**config.mk**
```make
export PLATFORM = sky130hd
export DESIGN_NAME = counter_mod_n_ud
export DESIGN_NICKNAME = d
export VERILOG_FILES = /design/src/rtl/counter_mod_n_ud.sv
export SDC_FILE = /design/constraint.sdc
export NUM_CORES = 1
export LEC_CHECK = 0
export CORE_ASPECT_RATIO = 0.9
export CORE_UTILIZATION = 31
export CTS_CLUSTER_DIAMETER = 150
export DETAILED_ROUTE_END_ITERATION = 16
export PLACE_DENSITY = 0.55
export SYNTH_ARGS = -nofsm -noshare
export SYNTH_HDL_FRONTEND = slang
export SYNTH_SLANG_ARGS = --single-unit
export TNS_END_PERCENT = 30
```
**constraint.sdc**
```tcl
create_clock -name clk -period 3.9 [get_ports clk]
set_input_delay 0.39 -clock clk [delete_from_list [all_inputs] [get_ports clk]]
set_output_delay 0.39 -clock clk [all_outputs]
set_load 0.03 [all_outputs]
```
**src/rtl/counter_mod_n_ud.sv**
```systemverilog
// counter_mod_n_ud: cascadable modulo-N up/down counter with wrap or saturate boundary mode
module counter_mod_n_ud #(
   parameter int WIDTH = 8,
   parameter int N     = 60,
   parameter int WRAP  = 1
) (
   input  logic             clk,
   input  logic             reset,
   input  logic             en,
   input  logic             up,
   input  logic             clr,
   input  logic             load,
   input  logic [WIDTH-1:0] load_val,
   output logic [WIDTH-1:0] count,
   output logic             tc,
   output logic             at_max,
   output logic             at_min,
   output logic             wrapped
);
   localparam logic [WIDTH-1:0] MAX = WIDTH'(N - 1);
   localparam logic             W   = (WRAP != 0);
   logic [WIDTH-1:0] nxt;
   assign at_max = (count == MAX);
   assign at_min = (count == '0);
   assign tc     = en & ~clr & ~load & W & ((up & at_max) | (~up & at_min));
   always_comb begin
      nxt = clr  ? '0 :
            load ? ((load_val > MAX) ? MAX : load_val) :
            !en  ? count :
            up   ? (at_max ? (W ? '0 : count) : count + WIDTH'(1)) :
                   (at_min ? (W ? MAX : count) : count - WIDTH'(1));
   end
   always_ff @(posedge clk or posedge reset) begin
      if (reset) begin
         count   <= '0;
         wrapped <= 1'b0;
      end else begin
         count   <= nxt;
         wrapped <= tc;
      end
   end
endmodule

```
# After elaboration in Yosys (flattened, before gate mapping)
# Index checks and enable logic that the tools add are counted.
classes:
  eq_ne: 1
  n_reduce_logical: 2
  mux: 7
  order_cmp: 1
  add_sub_neg: 2
  bitwise_logic: 9
ops:
  columns: ["op", "n"]
  rows:
  - ["8-bit 2-to-1 mux", 7]
  - ["8-bit by 1-bit adder with 8-bit output, second input constant", 1]
  - ["8-bit by 6-bit equality test with 1-bit output, second input constant", 1]
  - ["8-bit by 6-bit > comparator with 1-bit output, second input constant", 1]
  - ["8-bit logical NOT", 1]
  - ["8-bit by 1-bit subtractor with 8-bit output, second input constant", 1]
  - ["1-bit AND", 5]
  - ["1-bit inverter", 3]
  - ["3-bit nonzero test", 1]
  - ["1-bit OR", 1]
word_totals:
  input_bits: 14
  elab_cells: 24
  regBits: 9

# Longest topological paths before layout
depth:
  word_depth: 6
  mapped_depth: 6
  mapped_depth_nobuf: 6

# Worst setup path before layout
# Ideal clock, no wire load.
synth_timing:
  kind: "register to output"
  startpoint: "reg count[3]"
  endpoint: "out tc"
  path_slack_ps: 1585
  path_buffers: 2
  arrival_ps: 1925
  path_stages_with_launch: 7
  path_cell_list: "dfrtp_1 > buf_4 > nor4_2 > and3_1 > buf_6 > nand2_1 > a21oi_1"
synth_via:
  elab_chain_cells: 4
synth_rtl:
  columns: ["element", "line", "rtl"]
  rows:
  - ["from (decl)", "14", "output logic [WIDTH-1:0] count,"]
  - ["from (signal assigned)", "38", "count <= nxt;"]
  - ["8-bit logical NOT", "24", "assign at_min = (count == '0);"]
  - ["net at_min", "17", "output logic at_min,"]
  - ["1-bit AND", "25", "assign tc = en & ~clr & ~load & W & ((up & at_max) | (~up & at_min));"]
  - ["1-bit OR", "25", null]
  - ["1-bit AND", "25", null]
  - ["to (decl)", "15", "output logic tc,"]
# The timed path passes the listed nets, and every way through them passes these cells.

# Worst setup path in the final report
layout_timing:
  startpoint: "reg count[2]"
  endpoint: "out tc"
layout_via:
  elab_chain_cells: 4
layout_rtl:
  columns: ["element", "line"]
  rows:
  - ["8-bit by 6-bit equality test with 1-bit output / 8-bit logical NOT (equally long branches)", "23, 24"]
  - ["1-bit AND", "25"]
  - ["1-bit OR *", "25"]
  - ["1-bit AND *", "25"]
# Mark *: on every way between the ends. The rest lies on a longest branch, timed or not.

==> results.toml <==
[routing]
drt_wl_total_um = 2660
vias_per_cell = 5.65
drt_first_pass_iters = 4
wl_met1_um = 1310
wl_per_cell_um = 14.9
drc = 0
drtAntennaViolNets = 0
met3_wirelength_um = 146
drt_iter0_drc = 32
maxUsedRoutingLayer = "met3"
route.met2.wl_um = 1210
via_count = 1012

[sta]
slew_violations = 0
fmax_ghz = 0.332
worstMarginPinSlew_ps = 467
fin_tns_setup_ps = 0
grt_setup_unrepaired = "false"
max-slew-margin-rel = 0.689
period_share = 0.772
min_period_ps = 3010
setup_viol = 0
final-hold-violation-count = 0
skew_ps = 2.93

[grt]
track_usage = 0.175
grt_max_degree = 16
grt_pass1_vias = 857
antenna_found_initial = 0
grt_first_pass_wirelength_um = 4190
overflow = 0

[synthesis]
postSynthCellCount = 118
async_flop_share = 1.00
ys.warnings.count = 0
synth_edf_count = 0
synth_top_flop_cell = "dfrtp_1"
ys_seq_elements = 9
syn_avg_cell_area_sq_um = 7.75
ys_seq_area_frac = 0.246
synth_fp_nets = 134
netlist_area_sq_um = 915
netlist-cell-type-count = 48

[cells_and_area]
utilization = 0.433
antennaDiodeCount = 0
layout-drive-gt1-share = 0.108
final_cell_area_sq_mm = 0.00120
synthToLayoutAreaGrowth_pct = 31.1
final_cell_mix = "clkdlybuf4s50_1, nor2_1, nor3_1"
final_common_cell = "clkdlybuf4s50_1"
nNetsFinal = 156

[floorplan]
initial_core_util = 0.330
ios = 26
rows = 18
coreArea_sq_mm = 0.00277
die_h_um = 53.5
die_x_um = 59.3
die_area_sq_mm = 0.00317

[cts]
cts_setup_buffers = 0
root_buffer = "clkbuf_4"
htreeDepth = 1
cts_tree = "built"
cts_buffers = 3
cts_max_path_buffers = 2
cts.hold.buffers_added = 0
clock-sinks = 9
cts_resized = 0
clkSlewWorstSetupHoldPaths_ps = 60
clock_latency_ps = 260

[power]
report.power.total_mw = 0.313
vdd_drop_max_mv = 0.0819
leakage_nw = 0.470
powerDensity_mw_per_mm2 = 261

[outcome]
status = "finished clean"

[place]
gp_congestion = 0.829
placed_area_sq_mm = 0.00117
port_buffers = 25
dp_hpwl_um = 1970

[worst_setup_path]
cp-end-kind = "output pin"
critical_path.slowest_cell = "clkdlybuf4s50_1"
startpoint_type = "flip-flop"
path_max_fanout = 13
cpPeakStageDelay_ps = 710
required_ps = 3510
reg2reg_depth = 5
worstPathArrival_ps = 2620
cp_cell_sequence = "nor4_2 -> and3_1 -> nand2_1 -> a21oi_1 -> clkdlybuf4s50_1"
worstSetupPathType = "reg -> out"

[job]
max_cap_violations = 0

[worst_hold_path]
hp-class = "in -> async"
-- critical path: cells and delay by family, from the launching register on --
| family | cells | cell delay (ps) |
|---|---|---|
| DFF | 1 | 550 |
| buffers and inverters | 1 | 710 |
| AOI/OAI and AO/OA | 1 | 210 |
| and+or+nand+nor | 3 | 900 |
-- metal layers --
| layer | track usage | vias to the layer above |
|---|---|---|
| li1 | - | 493 |
| met4 | 0.0357 | 0 |
| met1 | 0.261 | 475 |
| met2 | 0.268 | 44 |
| met5 | 0 | - |
| met3 | 0.0216 | 0 |
-- cell usage after synthesis, types with 3 or more instances --
cell type	count	share of area
nand2_1	7	0.029
a211oi_1	5	0.041
o21ai_0	4	0.022
a21oi_1	6	0.033
clkbuf_1	5	0.021
or3_1	3	0.021
and3_2	4	0.033
o22ai_1	3	0.021
nor2_1	10	0.041
nor3_1	10	0.055
dfrtp_1	9	0.25
inv_1	7	0.029
-- kinds of logic (layout without fill, tap and decap cells) --
family | Yosys count | after routing | synth area share
xor gates and xnor gates | 3 | 3 | 0.0287
buffers and inverters | 16 | 37 | 0.0834
muxes | 1 | 1 | 0.0109
adders and majority gates | 2 | 2 | 0.0274
AOI/OAI and AO/OA | 31 | 31 | 0.242
and+or+nand+nor | 56 | 56 | 0.361
DFF | 9 | 9 | 0.246
-- power breakdown --
| part | switching [mW] | total, mW | leakage (nW) | internal (mW) |
|---|---|---|---|---|
| registers | 0.0212 | 0.121 | 0.118 | 0.0998 |
| clock network | 0.0326 | 0.0720 | 0.0150 | 0.0394 |
| logic | 0.0637 | 0.120 | 0.337 | 0.0564 |
-- final cells by class --
type,count,area (sq um)
Multi-Input combinational cell,93,613
Timing Repair Buffer,26,258
Inverter,7,26.3
Fill cell,272,1570
Clock buffer,4,26.3
Tap cell,40,50.0
Sequential cell,9,225
-- flip-flops by register name (all words and copies together), names as in the netlist --
name     flops
count        8
wrapped      1
-- worst paths after layout --
path | from | to | slack, ps
min in group clk | count[6] | count[6] | 670
hold / removal | reset | count[7] | 390
hold reg to reg | count[6] | count[6] | 670
setup / recovery | count[2] | tc | 890
max in group asynchronous | reset | count[2] | 3250
setup reg to reg | count[0] | count[2] | 1750
-- metrics by stage --
stage / instances / setup slack [ps] / hold slack (ps)
6_report: 179 / 888 / 391
5_1_grt: 179 / 710 / 421
4_1_cts: 179 / 922 / 409
3_5_place_dp: 175 / 974 / 649
3_3_place_gp: 175 / 1010 / 661
2_1_floorplan: 118 / 1590 / 218
No activity file was read; power rests on OpenSTA's default activity.
